File: config.mk
export PLATFORM = sky130hd
export DESIGN_NAME = monkey_keyboard_decoder_flat
export DESIGN_NICKNAME = d
export VERILOG_FILES = /design/src/rtl/monkey_keyboard_decoder_pkg.sv /design/src/rtl/monkey_keyboard_decoder_if.sv /design/src/rtl/monkey_keyboard_decoder_ps2_frame_rx.sv /design/src/rtl/monkey_keyboard_decoder.sv /design/src/flat_wrapper.sv
export SDC_FILE = /design/constraint.sdc
export NUM_CORES = 1
export LEC_CHECK = 0
export BUFFER_PORTS_ARGS = -buffer_cell sky130_fd_sc_hd__buf_2
export CAP_MARGIN = 0
export CORE_ASPECT_RATIO = 0.6
export CORE_MARGIN = 2
export CORE_UTILIZATION = 47
export CTS_BUF_LIST = sky130_fd_sc_hd__clkbuf_4
export CTS_CLUSTER_SIZE = 14
export DETAILED_ROUTE_END_ITERATION = 16
export PLACE_DENSITY = 0.73
export SETUP_SLACK_MARGIN = 0.15
export SYNTH_ARGS = -nofsm -noshare
export SYNTH_HDL_FRONTEND = slang
export SYNTH_HIERARCHICAL = 1
export SYNTH_SLANG_ARGS = --single-unit
export TNS_END_PERCENT = 5
File: constraint.sdc
create_clock -name clk -period 3.25 [get_ports clk]
set_clock_uncertainty 0.15 [all_clocks]
set_input_delay 0.4875 -clock clk [delete_from_list [all_inputs] [get_ports clk]]
set_output_delay 0.4875 -clock clk [all_outputs]
set_load 0.02 [all_outputs]
File: src/rtl/monkey_keyboard_decoder_pkg.sv
// Shared scan-code constants, prefix FSM states and key-table index types
// for the monkey keyboard decoder.
package monkey_kbd_pkg;

   localparam logic [7:0] SC_EXT   = 8'hE0;
   localparam logic [7:0] SC_BREAK = 8'hF0;
   localparam logic [7:0] SC_UP    = 8'h75;
   localparam logic [7:0] SC_DOWN  = 8'h72;
   localparam logic [7:0] SC_LEFT  = 8'h6B;
   localparam logic [7:0] SC_RIGHT = 8'h74;
   localparam logic [7:0] SC_W     = 8'h1D;
   localparam logic [7:0] SC_S     = 8'h1B;
   localparam logic [7:0] SC_A     = 8'h1C;
   localparam logic [7:0] SC_D     = 8'h23;

   typedef enum logic [1:0] {
      IDLE,
      EXT,
      BREAK,
      EXT_BREAK
   } prefix_state_e;

   typedef enum logic [1:0] {
      UP    = 2'd0,
      DOWN  = 2'd1,
      LEFT  = 2'd2,
      RIGHT = 2'd3
   } key_idx_e;

   typedef struct packed {
      logic     hit;
      key_idx_e idx;
   } key_hit_t;

   // Arrow keys only exist behind the E0 prefix; letters are plain codes.
   function automatic key_hit_t map_ext(input logic [7:0] code);
      key_hit_t r;
      r.hit = 1'b1;
      r.idx = UP;
      unique case (code)
         SC_UP:    r.idx = UP;
         SC_DOWN:  r.idx = DOWN;
         SC_LEFT:  r.idx = LEFT;
         SC_RIGHT: r.idx = RIGHT;
         default:  r.hit = 1'b0;
      endcase
      return r;
   endfunction

   function automatic key_hit_t map_plain(input logic [7:0] code);
      key_hit_t r;
      r.hit = 1'b1;
      r.idx = UP;
      unique case (code)
         SC_W:    r.idx = UP;
         SC_S:    r.idx = DOWN;
         SC_A:    r.idx = LEFT;
         SC_D:    r.idx = RIGHT;
         default: r.hit = 1'b0;
      endcase
      return r;
   endfunction

endpackage

File: src/rtl/monkey_keyboard_decoder_if.sv
// Bundle of PS/2 pins, frame strobe and decoded key outputs between the
// board-side driver (master) and the decoder (slave).
interface monkey_keyboard_decoder_if;

   logic       kbdClk;
   logic       kbdDat;
   logic       startOfFrame;
   logic       leftPressed;
   logic       rightPressed;
   logic       downPressed;
   logic       upPressed;
   logic [7:0] keyCode;
   logic       keyValid;
   logic       frameError;

   modport master (
      output kbdClk, kbdDat, startOfFrame,
      input  leftPressed, rightPressed, downPressed, upPressed,
      input  keyCode, keyValid, frameError
   );

   modport slave (
      input  kbdClk, kbdDat, startOfFrame,
      output leftPressed, rightPressed, downPressed, upPressed,
      output keyCode, keyValid, frameError
   );

endinterface

File: src/rtl/monkey_keyboard_decoder_ps2_frame_rx.sv
// PS/2 device-to-host frame receiver: pin synchronisers, falling-edge detect,
// 11-bit deserialiser with start/parity/stop check and a mid-frame timeout.
module ps2_frame_rx #(
   parameter int TIMEOUT_CYCLES = 100000
) (
   input  logic       clk,
   input  logic       reset,
   input  logic       kbd_clk_raw,
   input  logic       kbd_dat_raw,
   output logic [7:0] rx_byte,
   output logic       byte_valid,
   output logic       byte_err
);

   localparam int IDLE_W = (TIMEOUT_CYCLES > 2) ? $clog2(TIMEOUT_CYCLES) : 1;
   localparam logic [IDLE_W-1:0] IDLE_MAX = IDLE_W'(TIMEOUT_CYCLES - 1);

   logic [1:0]        clk_sync_q, clk_sync_d;
   logic [1:0]        dat_sync_q, dat_sync_d;
   logic              clk_prev_q, clk_prev_d;
   logic [3:0]        bit_cnt_q, bit_cnt_d;
   logic [9:0]        shift_q, shift_d;
   logic [IDLE_W-1:0] idle_cnt_q, idle_cnt_d;
   logic [7:0]        byte_q, byte_d;
   logic              valid_q, valid_d;
   logic              err_q, err_d;
   logic              fall;
   logic              din;
   logic              frame_ok;

   assign fall = clk_prev_q & ~clk_sync_q[1];
   assign din  = dat_sync_q[1];

   // Bits 0..9 sit in shift_q by the time bit 10 arrives; the stop bit is checked live.
   assign frame_ok = ~shift_q[0] & din & (^shift_q[9:1]);

   always_comb begin
      clk_sync_d = {clk_sync_q[0], kbd_clk_raw};
      dat_sync_d = {dat_sync_q[0], kbd_dat_raw};
      clk_prev_d = clk_sync_q[1];
      bit_cnt_d  = bit_cnt_q;
      shift_d    = shift_q;
      idle_cnt_d = idle_cnt_q;
      byte_d     = byte_q;
      valid_d    = 1'b0;
      err_d      = 1'b0;

      if (fall) begin
         idle_cnt_d = '0;
         if (bit_cnt_q == 4'd10) begin
            bit_cnt_d = '0;
            if (frame_ok) begin
               valid_d = 1'b1;
               byte_d  = shift_q[8:1];
            end else begin
               err_d = 1'b1;
            end
         end else begin
            shift_d   = {din, shift_q[9:1]};
            bit_cnt_d = bit_cnt_q + 4'd1;
         end
      end else begin
         if (idle_cnt_q != IDLE_MAX) begin
            idle_cnt_d = idle_cnt_q + IDLE_W'(1);
         end
         if ((bit_cnt_q != 4'd0) && (idle_cnt_q == IDLE_MAX)) begin
            bit_cnt_d = '0;
         end
      end
   end

   // Synchronisers reset high so leaving reset never looks like a falling edge.
   always_ff @(posedge clk or posedge reset) begin
      if (reset) begin
         clk_sync_q <= 2'b11;
         dat_sync_q <= 2'b11;
         clk_prev_q <= 1'b1;
         bit_cnt_q  <= '0;
         shift_q    <= '0;
         idle_cnt_q <= '0;
         byte_q     <= '0;
         valid_q    <= 1'b0;
         err_q      <= 1'b0;
      end else begin
         clk_sync_q <= clk_sync_d;
         dat_sync_q <= dat_sync_d;
         clk_prev_q <= clk_prev_d;
         bit_cnt_q  <= bit_cnt_d;
         shift_q    <= shift_d;
         idle_cnt_q <= idle_cnt_d;
         byte_q     <= byte_d;
         valid_q    <= valid_d;
         err_q      <= err_d;
      end
   end

   assign rx_byte    = byte_q;
   assign byte_valid = valid_q;
   assign byte_err   = err_q;

endmodule

File: src/rtl/monkey_keyboard_decoder.sv
// Monkey keyboard front end: E0/F0 prefix FSM and arrow/WASD key table.
// Define UP_ONE_SHOT_EN to make upPressed a one-jump-per-press pulse.
module monkey_keyboard_decoder
   import monkey_kbd_pkg::*;
#(
   parameter int TIMEOUT_CYCLES = 100000
) (
   input  logic                      clk,
   input  logic                      reset,
   monkey_keyboard_decoder_if.slave  kbd
);

   logic          [7:0] rx_byte;
   logic                byte_valid;
   logic                byte_err;
   prefix_state_e       state_q, state_d;
   logic          [3:0] arrow_q, arrow_d;
   logic          [3:0] letter_q, letter_d;
   key_hit_t            ext_hit;
   key_hit_t            plain_hit;
   logic                up_make;

   ps2_frame_rx #(
      .TIMEOUT_CYCLES (TIMEOUT_CYCLES)
   ) u_rx (
      .clk         (clk),
      .reset       (reset),
      .kbd_clk_raw (kbd.kbdClk),
      .kbd_dat_raw (kbd.kbdDat),
      .rx_byte     (rx_byte),
      .byte_valid  (byte_valid),
      .byte_err    (byte_err)
   );

   assign ext_hit   = map_ext(rx_byte);
   assign plain_hit = map_plain(rx_byte);

   // Arrow and letter bits are tracked separately so releasing one keeps the other held.
   always_comb begin
      state_d  = state_q;
      arrow_d  = arrow_q;
      letter_d = letter_q;
      up_make  = 1'b0;

      if (byte_err) begin
         state_d = IDLE;
      end else if (byte_valid) begin
         unique case (state_q)
            IDLE: begin
               if (rx_byte == SC_EXT) begin
                  state_d = EXT;
               end else if (rx_byte == SC_BREAK) begin
                  state_d = BREAK;
               end else if (plain_hit.hit) begin
                  letter_d[plain_hit.idx] = 1'b1;
                  up_make = (plain_hit.idx == UP);
               end
            end
            EXT: begin
               if (rx_byte == SC_BREAK) begin
                  state_d = EXT_BREAK;
               end else if (rx_byte == SC_EXT) begin
                  state_d = EXT;
               end else begin
                  state_d = IDLE;
                  if (ext_hit.hit) begin
                     arrow_d[ext_hit.idx] = 1'b1;
                     up_make = (ext_hit.idx == UP);
                  end
               end
            end
            BREAK: begin
               if (rx_byte == SC_EXT) begin
                  state_d = EXT_BREAK;
               end else if (rx_byte == SC_BREAK) begin
                  state_d = BREAK;
               end else begin
                  state_d = IDLE;
                  if (plain_hit.hit) begin
                     letter_d[plain_hit.idx] = 1'b0;
                  end
               end
            end
            EXT_BREAK: begin
               if ((rx_byte != SC_EXT) && (rx_byte != SC_BREAK)) begin
                  state_d = IDLE;
                  if (ext_hit.hit) begin
                     arrow_d[ext_hit.idx] = 1'b0;
                  end
               end
            end
            default: state_d = IDLE;
         endcase
      end
   end

   always_ff @(posedge clk or posedge reset) begin
      if (reset) begin
         state_q  <= IDLE;
         arrow_q  <= '0;
         letter_q <= '0;
      end else begin
         state_q  <= state_d;
         arrow_q  <= arrow_d;
         letter_q <= letter_d;
      end
   end

   assign kbd.leftPressed  = arrow_q[LEFT]  | letter_q[LEFT];
   assign kbd.rightPressed = arrow_q[RIGHT] | letter_q[RIGHT];
   assign kbd.downPressed  = arrow_q[DOWN]  | letter_q[DOWN];
   assign kbd.keyCode      = rx_byte;
   assign kbd.keyValid     = byte_valid;
   assign kbd.frameError   = byte_err;

`ifdef UP_ONE_SHOT_EN
   logic up_shot_q, up_shot_d;

   // Only a make from the released state arms the shot, so typematic repeats never re-fire.
   always_comb begin
      up_shot_d = up_shot_q;
      if (up_make && !(arrow_q[UP] | letter_q[UP])) begin
         up_shot_d = 1'b1;
      end else if (kbd.startOfFrame) begin
         up_shot_d = 1'b0;
      end
   end

   always_ff @(posedge clk or posedge reset) begin
      if (reset) begin
         up_shot_q <= 1'b0;
      end else begin
         up_shot_q <= up_shot_d;
      end
   end

   assign kbd.upPressed = up_shot_q;
`else
   logic unused_one_shot;

   assign unused_one_shot = kbd.startOfFrame ^ up_make;
   assign kbd.upPressed   = arrow_q[UP] | letter_q[UP];
`endif

endmodule

File: src/flat_wrapper.sv
// flat-port wrapper written by rule: the top's interface ports become plain ports
module monkey_keyboard_decoder_flat import monkey_kbd_pkg::*;
#(
   parameter int TIMEOUT_CYCLES = 100000
)
  (clk, reset, kbd_kbdClk, kbd_kbdDat, kbd_startOfFrame, kbd_leftPressed, kbd_rightPressed, kbd_downPressed, kbd_upPressed, kbd_keyCode, kbd_keyValid, kbd_frameError);
  monkey_keyboard_decoder_if kbd_i ();
  input  logic clk;
  input  logic reset;
  input wire logic [$bits(kbd_i.kbdClk)-1:0] kbd_kbdClk;
  input wire logic [$bits(kbd_i.kbdDat)-1:0] kbd_kbdDat;
  input wire logic [$bits(kbd_i.startOfFrame)-1:0] kbd_startOfFrame;
  output wire logic [$bits(kbd_i.leftPressed)-1:0] kbd_leftPressed;
  output wire logic [$bits(kbd_i.rightPressed)-1:0] kbd_rightPressed;
  output wire logic [$bits(kbd_i.downPressed)-1:0] kbd_downPressed;
  output wire logic [$bits(kbd_i.upPressed)-1:0] kbd_upPressed;
  output wire logic [$bits(kbd_i.keyCode)-1:0] kbd_keyCode;
  output wire logic [$bits(kbd_i.keyValid)-1:0] kbd_keyValid;
  output wire logic [$bits(kbd_i.frameError)-1:0] kbd_frameError;
  assign kbd_i.kbdClk = kbd_kbdClk;
  assign kbd_i.kbdDat = kbd_kbdDat;
  assign kbd_i.startOfFrame = kbd_startOfFrame;
  assign kbd_leftPressed = kbd_i.leftPressed;
  assign kbd_rightPressed = kbd_i.rightPressed;
  assign kbd_downPressed = kbd_i.downPressed;
  assign kbd_upPressed = kbd_i.upPressed;
  assign kbd_keyCode = kbd_i.keyCode;
  assign kbd_keyValid = kbd_i.keyValid;
  assign kbd_frameError = kbd_i.frameError;
  monkey_keyboard_decoder #(.TIMEOUT_CYCLES(TIMEOUT_CYCLES)) u_core (.clk(clk), .reset(reset), .kbd(kbd_i));
endmodule
==> Word-level counts from Yosys, hierarchy flattened <==
Cells that the tools add are included.
{ "op_classes": {"addsub": 2, "multipliers": 0, "div": 0, "order_cmp": 4, "n_eq_ne": 31, "shift": 0, "n_mux": 42, "bitwise_logic": 17, "reduce_logical": 19} }
{ "op_table": {"columns": ["cell", "count"], "rows": [
  ["4-bit 2-to-1 mux", 14],
  ["17-bit 2-to-1 mux", 2],
  ["8-bit by 7-bit equality test with 1-bit output, second input constant", 4],
  ["8-bit by 5-bit equality test with 1-bit output, second input constant", 3],
  ["17-bit by 1-bit adder with 17-bit output, second input constant", 1],
  ["17-bit equality test, second input constant", 1],
  ["17-bit != test, second input constant", 1],
  ["8-bit equality test, second input constant", 2],
  ["2-bit 2-to-1 mux", 8],
  ["8-bit != test, second input constant", 2],
  ["4-bit case mux with 2 select lines", 2],
  ["2-bit != test, second input constant", 6],
  ["2-bit case mux with 3 select lines", 2],
  ["1-bit 2-to-1 mux", 11],
  ["2-bit by 1-bit != test with 1-bit output, second input constant", 5],
  ["2-bit nonzero test", 5],
  ["9-bit AND reduction", 1],
  ["9-bit XOR reduction", 1],
  ["4-bit AND", 2],
  ["8-bit by 6-bit equality test with 1-bit output, second input constant", 1],
  ["4-bit inverter", 2],
  ["4-bit OR", 2],
  ["2-bit case mux with 4 select lines", 1],
  ["8-bit AND reduction", 1],
  ["18 further kinds", 35]
]} }
{ "totals": {"reg_bits": 56, "latch_bits": 0, "ram_bits": 0, "romBits": 0, "elab_cells": 127, "n_memories": 0} }

==> Longest topological paths before layout <==
Gate-level depths: netlist (run 1).
{ "depth": {"word_depth": 12, "ltp_mapped": 7, "depth_no_buf": 6} }

==> Hierarchy <==
The synthesis (run 1) kept the hierarchy.
{ "by_module_without_submodules": {"columns": ["module", "instances", "cells_each", "area_each_um2"], "rows": [
  ["ps2_frame_rx", 1, 176, 2119.5],
  ["monkey_keyboard_decoder", 1, 50, 563.0]
]} }

==> Worst setup path after synthesis (run 1) <==
No wires, ideal clock.
{ "synth_path": {"kind": "reg-to-reg", "start": "reg u_core.u_rx.shift_q[4]", "end": "reg u_core.u_rx.byte_q[0] (netlist: u_core/u_rx/rx_byte[0])", "setup_time_ps": 125, "arrival_ps": 1669, "required_time_ps": 2975, "setup_slack_ps": 1306, "path_stages_with_launch": 5, "n_path_buf": 0, "path_cell_list": "dfrtp_1 xor2_1 xnor3_2 mux2i_4 mux2_2"} }
{ "synth_between": {"elab_chain_len": 3} }
{ "synth_lines": {"columns": ["item", "line_no", "source"], "rows": [
  ["start, declared", "monkey_keyboard_decoder_ps2_frame_rx.sv:22", "logic [9:0] shift_q, shift_d;"],
  ["start signal, assigned", "monkey_keyboard_decoder_ps2_frame_rx.sv:89", "shift_q <= shift_d;"],
  ["9-bit XOR reduction", "monkey_keyboard_decoder_ps2_frame_rx.sv:35", "assign frame_ok = ~shift_q[0] & din & (^shift_q[9:1]);"],
  ["1-bit AND", "monkey_keyboard_decoder_ps2_frame_rx.sv:35", null],
  ["3-bit AND reduction (no source line)", null, null],
  ["end signal, assigned", "monkey_keyboard_decoder_ps2_frame_rx.sv:91", "byte_q <= byte_d;"],
  ["end, declared", "monkey_keyboard_decoder_ps2_frame_rx.sv:24", "logic [7:0] byte_q, byte_d;"]
]} }
No other way between the ends.
A chain may end at the register's enable or synchronous reset.

==> Final worst setup path (run 1) <==
{ "layout_path": {"start": "reg u_core.u_rx.shift_q[4]", "end": "reg u_core.u_rx.byte_q[6] (netlist: u_core/u_rx/rx_byte[6])"} }
Same word-level chain as after synthesis.

==> impl_results.md, run 1 <==
- Port-buffer cells: 17
- Cell accounting for the most synthesized area: dfrtp_1
- Reg area: 1410 µm²
- Total grt overflow: 0
- Netlist cell types: 50
- Area contributors post-synth: dfrtp_1, mux2_2, dfstp_2
- Fillers: approximately 490
- Vias per inst: approximately 5.5
- Tightest Pin Transition: between 900 and 1000 ps
- CP Capture Type: flop
- Hold buffer count at CTS: 1
- Synth Flop Type: dfrtp_1
- Final Cell Area: around 2900 µm²
- Setup violations, final: 0
- H-tree depth: 2
- CTS clk-pin slew, worst paths: roughly 160 ps
- Total number of vias: between 1500 and 2000
- Clock latency at the later pin of the worst-skew pair: 380 ps
- First-pass DRT Iterations: 4
- NumNets Final: between 200 and 300
- Die height: approximately 63 µm
- CTS resizes: 0
- Layout overhead on the synthesized area: 9.24%
- Comb power frac: 0.264
- Worst setup SP type: flop
- CTS tree: done
- CTS root buffer: clkbuf_4
- Gpl congestion: approximately 0.8
- Post-DP HPWL: approximately 3600 µm
- Syn. warnings: 6
- VDD IR-drop max: 518 µV
- Core area: between 5000 and 6000 µm²
- Avg Cell Area, Syn: 11.9 µm²
- Post-route ant nets: 0
- FF+latch count, synth: 56
- # diodes: 0
- Switch share: 0.315
- Die Wd: ~100 µm
- Share of cells above drive strength 1: 0.287
- Remaining DRCs: 0
- Max_cap viols: 0
- Pleak: about 1.4 nW
- Initial Util: 0.484
- Clock power share: 0.191
- Row count: 21
- Post-route clock period utilization: 0.654
- Final Slew Violations: 0
- Crit Path Max Fanout: 8
- # Post-CTS Setup Buffers: 0
- Area of the multi-input gates: 1220 µm²
- CTS Buf Count: 5
- Min Tclk post-route: 2120 ps
- Global-route usage over all layers: 0.177
- Top cell type's share of synthesized area: 0.476
- FFs w/ async S/R, synth: 1.00
- Pint: 0.00114 W
- Clk sink count: 56
- Critical Path RT: approximately 3400 ps
- Vias in the first global route: approximately 1800
- Mapped cell area: approximately 2700 µm²
- Synth Net Count: roughly 240
- Ports: 19
- Seq pwr share: 0.544
- Setup TNS: 0 ps
- NetSw: between 0.0005 and 0.0006 W
- Largest net degree at the start of global routing: 47
- Kind of critical path: reg2reg
- Post-synth EDFFs: 0
- Placed Area: between 2000 and 3000 µm²
- Routed wire length: 5080 µm
- Run status: complete, no violations
- Gate Count Post-Synth: 226
- Sequential area share after synthesis: 0.525
- Final hold viol count: 0
- Clk buf depth: 2
- Slew margin rel.: 0.360
- Crit path arrival time: between 2000 and 2500 ps
- Hold Crit Class: in2reg
- Power density over the cells: 570 nW/µm²
- Number of DRC markers in iteration 0: 87
- Die Area: 6350 µm²
- FMAX: 471 MHz
- Wire per inst: 15.5 µm
- RSZ-0062 raised after global routing: no
- Antenna violations before repair: 0
- First-pass GRT wire length: approximately 9000 µm
[routing by layer]
metal  up-vias  wire length [µm]  global-route usage
li1        860                 -                   -
met1       912              2850               0.286
met2        24              2050               0.238
met3         5               141              0.0425
met4         0                42              0.0422
met5         -                 0                   0
[critical path, stage by stage (launching register included)]
cell	delay [ps]
dfrtp_1	450
xor2_1	170
xnor3_2	450
mux2i_4	430
mux2_2	390
[cell families after synthesis]
family,share of synthesized area
AOI/OAI and AO/OA,0.0616
xor gates and xnor gates,0.0564
adders and majority gates,0.0187
buffers and inverters,0.0201
DFF,0.525
muxes,0.121
and+or+nand+nor,0.198
[worst paths after layout]
check	from	end	slack, ps	depth (start not counted)
setup / recovery	u_core/u_rx/shift_q[4]$_DFFE_PP0P_	u_core/u_rx/rx_byte[6]$_DFFE_PP0P_	1130	4
hold / removal	kbd_kbdClk	u_core/u_rx/clk_sync_q[0]$_DFF_PP1_	40	1
setup reg to reg	u_core/u_rx/shift_q[4]$_DFFE_PP0P_	u_core/u_rx/rx_byte[6]$_DFFE_PP0P_	1130	4
hold reg to reg	u_core/u_rx/dat_sync_q[0]$_DFF_PP1_	u_core/u_rx/dat_sync_q[1]$_DFF_PP1_	220	0
max in group asynchronous	reset	u_core/u_rx/bit_cnt_q[1]$_DFFE_PP0P_	1650	3
min in group asynchronous	reset	asynchronous set/reset pin	490	3
[per-stage QoR]
step / cells / utilization / power (W) / hold WS [ps] / setup slack, ps
global placement: 317 / 0.514 / 0.00135 / 196 / 1170
global route: 327 / 0.529 / 0.00177 / 2.42 / 962
floorplan: 226 / - / 0.00128 / 178 / 1310
finish: 327 / 0.529 / 0.00167 / 37.9 / 1130
CTS: 326 / 0.527 / 0.00169 / 10.3 / 1110
detailed placement: 317 / 0.514 / 0.00136 / 197 / 1150
[cells in the final DEF, fill, tap and decap left out, types with 3 or more instances in the layout]
cell / instances
a21oi_1: 10
xor2_1: 10
nand2_1: 8
nand4_1: 9
buf_2: 17
ha_1: 4
nand2b_1: 3
or3_1: 4
mux2_2: 25
and3_1: 5
inv_1: 6
nand3_1: 8
clkbuf_4: 5
or2_2: 5
nor2_1: 14
dfstp_2: 5
o21ai_0: 7
nor3b_1: 4
dfrtp_1: 51
[cell type report]
cell class | instances | share of cell area
Timing Repair Buffer | 20 | 0.0384
Sequential cell | 56 | 0.480
Clock inverter | 3 | 0.00854
Clock buffer | 5 | 0.0128
Multi-Input combinational cell | 156 | 0.417
Inverter | 7 | 0.00897
Tap cell | 80 | 0.0342
[cell usage after synthesis, drive strengths merged, types with 5 or more instances]
| cell | n |
|---|---|
| and3 | 5 |
| a21oi | 10 |
| dfstp | 5 |
| inv | 7 |
| or2 | 5 |
| nor2 | 14 |
| nand2 | 8 |
| xor2 | 10 |
| dfrtp | 51 |
| nand3 | 8 |
| nand4 | 9 |
| o21ai | 7 |
| mux2 | 25 |
[power groups by stage]
stage	sequential, W	clock [W]	combinational, W
after detailed placement	0.000923	0	0.000441
after global routing	0.000929	0.000359	0.000486
final	0.000909	0.000320	0.000441
after global placement	0.000916	0	0.000431
after floorplan	0.000897	0	0.000381
after CTS	0.000909	0.000336	0.000445
Note: power is estimated with default switching activity, not from simulation.
==> run 2: changes to the inputs <==
==> constraint.sdc (replaced) <==
create_clock -name clk -period 2.1 [get_ports clk]
set_clock_uncertainty 0.15 [all_clocks]
set_input_delay 0.315 -clock clk [delete_from_list [all_inputs] [get_ports clk]]
set_output_delay 0.315 -clock clk [all_outputs]
set_load 0.02 [all_outputs]
==> run 2 against run 1 <==
Net effect:
- worst setup slack worse by 1100 ps
- count of clock-buffer cells in the layout up 1
- fmax up 4.8%
- routed wire length up 7.7%
- first-iteration DRC count down 3.4%
- design area up 9.1%
- hold slack better by 180 ps
- highest routed layer unchanged
==> impl_results.md, run 2 (synthesized netlist as in run 1, its figures left out) <==
- Wire per inst: between 15 and 20 µm
- Post-route ant nets: 0
- Worst setup SP type: flop
- Share of cells above drive strength 1: 0.373
- Hold depth: 0
- Total grt overflow: 0
- Die Wd: 102 µm
- Post-route clock period utilization: 0.966
- Clk buf depth: 2
- HP Start: u_core/u_rx/clk_sync_q[0]$_DFF_PP1_
- Reg-to-reg critical path startpoint: u_core/u_rx/shift_q[6]$_DFFE_PP0P_
- Most frequent cells in the layout: dfrtp_1, mux2_2, buf_4
- Tightest Pin Transition: 471 ps
- Placed Area: roughly 3000 µm²
- Final Slew Violations: 0
- RSZ-0062 raised after global routing: yes
- VDD IR-drop max: ~570 µV
- Layout overhead on the synthesized area: 19.1%
- Final Cell Area: approximately 3200 µm²
- Die height: roughly 63 µm
- FMAX: roughly 500 MHz
- Antenna violations before repair: 0
- Largest net degree at the start of global routing: 21
- Gpl congestion: 0.828
- Crit Path Max Fanout: 5
- CP Capture Type: flop
- Setup TNS: 0 ps
- Routed wire length: approximately 5500 µm
- CTS clk-pin slew, worst paths: roughly 150 ps
- Pleak: about 1.5 nW
- Critical R2R Capture: u_core/u_rx/rx_byte[3]$_DFFE_PP0P_
- Post-DP HPWL: 3810 µm
- Max_cap viols: 0
- Commonest non-fill, non-tap cell in the layout: dfrtp_1
- Core area: 5540 µm²
- Die Area: roughly 6300 µm²
- Slew margin rel.: 0.685
- Row count: 21
- Run status: complete, no violations
- CTS Buf Count: 5
- Global-route usage over all layers: 0.189
- NumNets Final: 279
- Ports: 19
- Initial Util: 0.484
- Reg-to-reg slack, setup: ~72 ps
- First-pass GRT wire length: slightly above 9000 µm
- CTS tree: done
- Crit path arrival time: between 2000 and 2500 ps
- # diodes: 0
- Hold Crit Class: reg2reg
- Min Tclk post-route: around 2000 ps
- Power density over the cells: about 920 nW/µm²
- Vias in the first global route: between 1500 and 2000
- Worst Hold Endpoint: u_core/u_rx/clk_sync_q[1]$_DFF_PP1_
- Vias per inst: between 5 and 6
- Critical Path RT: 2230 ps
- Tot Pwr: approximately 0.0030 W
- CTS root buffer: clkbuf_4
- H-tree depth: 2
- Number of DRC markers in iteration 0: 84
- Kind of critical path: reg2reg
- Remaining DRCs: 0
- Port-buffer cells: 17
- Final hold viol count: 0
- Setup violations, final: 0
- Clk sink count: 56
- Clock latency at the later pin of the worst-skew pair: approximately 380 ps
- R2R depth: 5
- First-pass DRT Iterations: 4
- Total number of vias: 1880
==> run 2: cell count changes in the layout (fill, tap and decap cells not counted), sizes merged <==
cell	previous run	this run
buf	18	41
inv	9	7
bufinv	0	1
clkbuf	5	6
clkinv	0	1
clkinvlp	1	0
dlygate4sd3	2	3
==> run 2: layout make-up <==
class	instances	area (µm²)
Clock buffer	6	45.0
Clock inverter	2	35.0
Fill cell	473	2350
Inverter	7	26.3
Multi-Input combinational cell	156	1260
Sequential cell	56	1410
Tap cell	80	100
Timing Repair Buffer	44	319
==> run 2: layer usage <==
metal / vias to the layer above / track usage / wire, µm
met3: 9 / 0.0436 / 138
li1: 919 / - / -
met4: 0 / 0.0608 / 87
met2: 29 / 0.262 / 2370
met5: - / 0 / 0
met1: 923 / 0.291 / 2880
==> run 2: how the worst max path moves through the flow <==
| stage | startpoint | depth (start not counted) | to | slack, ps |
|---|---|---|---|---|
| after floorplan | u_core/u_rx/shift_q[4]$_DFFE_PP0P_ | 4 | u_core/u_rx/rx_byte[0]$_DFFE_PP0P_ | 160 |
| after global placement | u_core/u_rx/shift_q[4]$_DFFE_PP0P_ | 4 | u_core/u_rx/rx_byte[1]$_DFFE_PP0P_ | 80 |
| after global routing | u_core/u_rx/bit_cnt_q[0]$_DFFE_PP0P_ | 8 | u_core/u_rx/rx_byte[4]$_DFFE_PP0P_ | 10 |
| after CTS | u_core/u_rx/shift_q[6]$_DFFE_PP0P_ | 5 | u_core/u_rx/rx_byte[4]$_DFFE_PP0P_ | 90 |
| final | u_core/u_rx/shift_q[6]$_DFFE_PP0P_ | 5 | u_core/u_rx/rx_byte[3]$_DFFE_PP0P_ | 70 |
| after detailed placement | u_core/u_rx/shift_q[4]$_DFFE_PP0P_ | 4 | u_core/u_rx/rx_byte[0]$_DFFE_PP0P_ | 6 |
==> run 2: stage by stage <==
step | setup slack (ps) | instances | utilization | hold WS (ps)
floorplan | 156 | 226 | - | 5.18
global placement | 81.6 | 330 | 0.534 | 140
detailed placement | 6.19 | 330 | 0.534 | 144
CTS | 92.2 | 346 | 0.564 | 221
global route | 9.54 | 351 | 0.576 | 223
finish | 72.3 | 351 | 0.576 | 219
==> run 2: power breakdown <==
group	leakage (nW)	switching, W	total (W)	internal [W]
Combinational	0.736	0.000403	0.000972	0.000569
Clock	0.0456	0.000324	0.000587	0.000263
Sequential	0.734	0.000159	0.00139	0.00123
Total	1.52	0.000886	0.00295	0.00207
==> run 2: worst max-delay path, stage by stage (launching register included) <==
cell	delay, ps
dfrtp_1	430
xnor2_1	180
xnor3_2	490
mux2i_4	220
buf_6	150
mux2_2	320
==> run 2: repair_timing <==
| item | CTS | global route |
|---|---|---|
| resized for setup | 4 | 9 |
| hold endpoints to repair | 24 | 0 |
| hold buffers | 3 | 0 |
| pin swaps | 3 | 4 |
| setup buffers | 5 | 5 |
| endpoints found under the setup margin | 13 | 31 |
==> run 3: changes to the inputs <==
--- a/config.mk
+++ b/config.mk
@@ -14,7 +14,6 @@
 export CTS_CLUSTER_SIZE = 14
 export DETAILED_ROUTE_END_ITERATION = 16
 export PLACE_DENSITY = 0.73
-export SETUP_SLACK_MARGIN = 0.15
 export SYNTH_ARGS = -nofsm -noshare
 export SYNTH_HDL_FRONTEND = slang
 export SYNTH_HIERARCHICAL = 1
==> run 3 against run 2 <==
Net effect:
- power shrank 4.9%
- routed wire length decreased by 4.4%
- highest routed layer unchanged
- sequential power about the same
- non-clock buffer count is 7 lower
==> impl_results.md, run 3 (synthesized netlist as in run 1, its figures left out) <==
- # diodes: 0
- Most frequent cells in the layout: dfrtp_1, mux2_2, buf_2
- Placed insts: 330
- FMAX: just under 500 MHz
- Critical Path RT: 2230 ps
- First-pass GRT wire length: roughly 8900 µm
- Crit Path Max Fanout: 3
- Placed Area: ~3000 µm²
- Wire per inst: 15.2 µm
- Setup TNS: 0 ps
- Remaining DRCs: 0
- CP Capture Type: flop
- Tightest Pin Transition: about 500 ps
- Core area: 5540 µm²
- Ports: 19
- Port-buffer cells: 17
- Initial Util: 0.484
- Post-route ant nets: 0
- Cell Count, Final, Fillers Out: about 340
- Global-route usage over all layers: 0.184
- Row count: 21
- Commonest non-fill, non-tap cell in the layout: dfrtp_1
- Vias in the first global route: 1803
- Max_cap viols: 0
- Final core utilization: 0.562
- Die Area: around 6300 µm²
- Dpl ws: 6.19 ps
- Post-DP HPWL: about 3800 µm
- Gpl congestion: approximately 0.83
- Kind of critical path: reg2reg
- Post-route clock period utilization: 0.969
- H-tree depth: 2
- Pleak: approximately 1.5 nW
- Setup violations, final: 0
- CTS tree: done
- Largest net degree at the start of global routing: 21
- HP Start: u_core/u_rx/clk_sync_q[0]$_DFF_PP1_
- Routed wire length: between 5000 and 6000 µm
- First-pass DRT Iterations: 4
- Clock latency at the later pin of the worst-skew pair: about 380 ps
- CTS Buf Count: 5
- Hold Crit Class: reg2reg
- Final Cell Area: between 3000 and 4000 µm²
- Layout overhead on the synthesized area: 16.1%
- Reg-to-reg critical path startpoint: u_core/u_rx/shift_q[4]$_DFFE_PP0P_
- Total grt overflow: 0
- CTS root buffer: clkbuf_4
- Final hold viol count: 0
- Vias per inst: ~5.4
- Slew margin rel.: 0.666
- Power density over the cells: between 900 and 1000 nW/µm²
- Crit path launch: u_core/u_rx/shift_q[4]$_DFFE_PP0P_
- Fin worst setup slack: 65.3 ps
- Clk buf depth: 2
- Worst setup SP type: flop
- Die height: between 60 and 70 µm
- NumNets Final: approximately 270
- Total number of vias: about 1800
- Min Tclk post-route: between 2000 and 2500 ps
- VDD IR-drop max: about 560 µV
- Share of cells above drive strength 1: 0.341
- Die Wd: between 100 and 150 µm
- Run status: complete, no violations
- Final Slew Violations: 0
- Antenna violations before repair: 0
- Crit path arrival time: ~2200 ps
- Clk sink count: 56
- CTS clk-pin slew, worst paths: 150 ps
- Number of DRC markers in iteration 0: 90
- Fillers: about 480
-- run 3: what timing repair did --
| action | in CTS | in global routing |
|---|---|---|
| setup buffers | 2 | 1 |
| endpoints found under the setup margin | 3 | 15 |
| hold buffers | 3 | 0 |
| hold endpoints to repair | 24 | 0 |
| pin swaps | 0 | 2 |
| cloned | 0 | 0 |
| gates resized for setup | 0 | 6 |
-- run 3: worst paths after layout --
path,cells past startpoint,end,slack (ps)
min in group asynchronous,3,u_core/u_rx/idle_cnt_q[5]$_DFFE_PP0P_,260
max in group asynchronous,4,u_core/u_rx/clk_sync_q[1]$_DFF_PP1_,930
max reg2reg,5,u_core/u_rx/rx_byte[1]$_DFFE_PP0P_,70
max,5,u_core/u_rx/rx_byte[1]$_DFFE_PP0P_,70
min,0,u_core/u_rx/clk_sync_q[1]$_DFF_PP1_,220
min reg2reg,0,u_core/u_rx/clk_sync_q[1]$_DFF_PP1_,220
-- run 3: per-stage QoR --
stage / hold slack (ps) / power (W)
final: 219 / 0.00281
after global routing: 223 / 0.00298
after global placement: 140 / 0.00215
after CTS: 221 / 0.00279
after detailed placement: 144 / 0.00219
after floorplan: 5.18 / 0.00198
-- run 3: worst max-delay path: stages, from the launching register on --
cell	delay (ps)
dfrtp_1	420
xor2_1	170
xnor3_2	450
mux2i_4	260
buf_4	160
mux2_2	320
-- run 3: layout make-up --
type / count / area [µm²] / area share
Clock buffer: 6 / 45.0 / 0.0145
Clock inverter: 2 / 35.0 / 0.0112
Inverter: 7 / 26.3 / 0.00843
Multi-Input combinational cell: 156 / 1240 / 0.398
Sequential cell: 56 / 1410 / 0.452
Tap cell: 80 / 100 / 0.0321
Timing Repair Buffer: 37 / 259 / 0.0831
-- run 3: report_power, final --
part           total [W]  internal [W]  switching [W]
registers        0.00139       0.00123       0.000158
logic           0.000828      0.000475       0.000354
clock network   0.000588      0.000263       0.000325
total            0.00281       0.00197       0.000837
-- run 3: layer usage --
metal	vias to the layer above	part of all wire	global-route usage
li1	903	-	-
met1	898	0.54	0.291
met2	37	0.41	0.246
met3	7	0.038	0.0436
met4	0	0.013	0.0608
met5	-	0	0
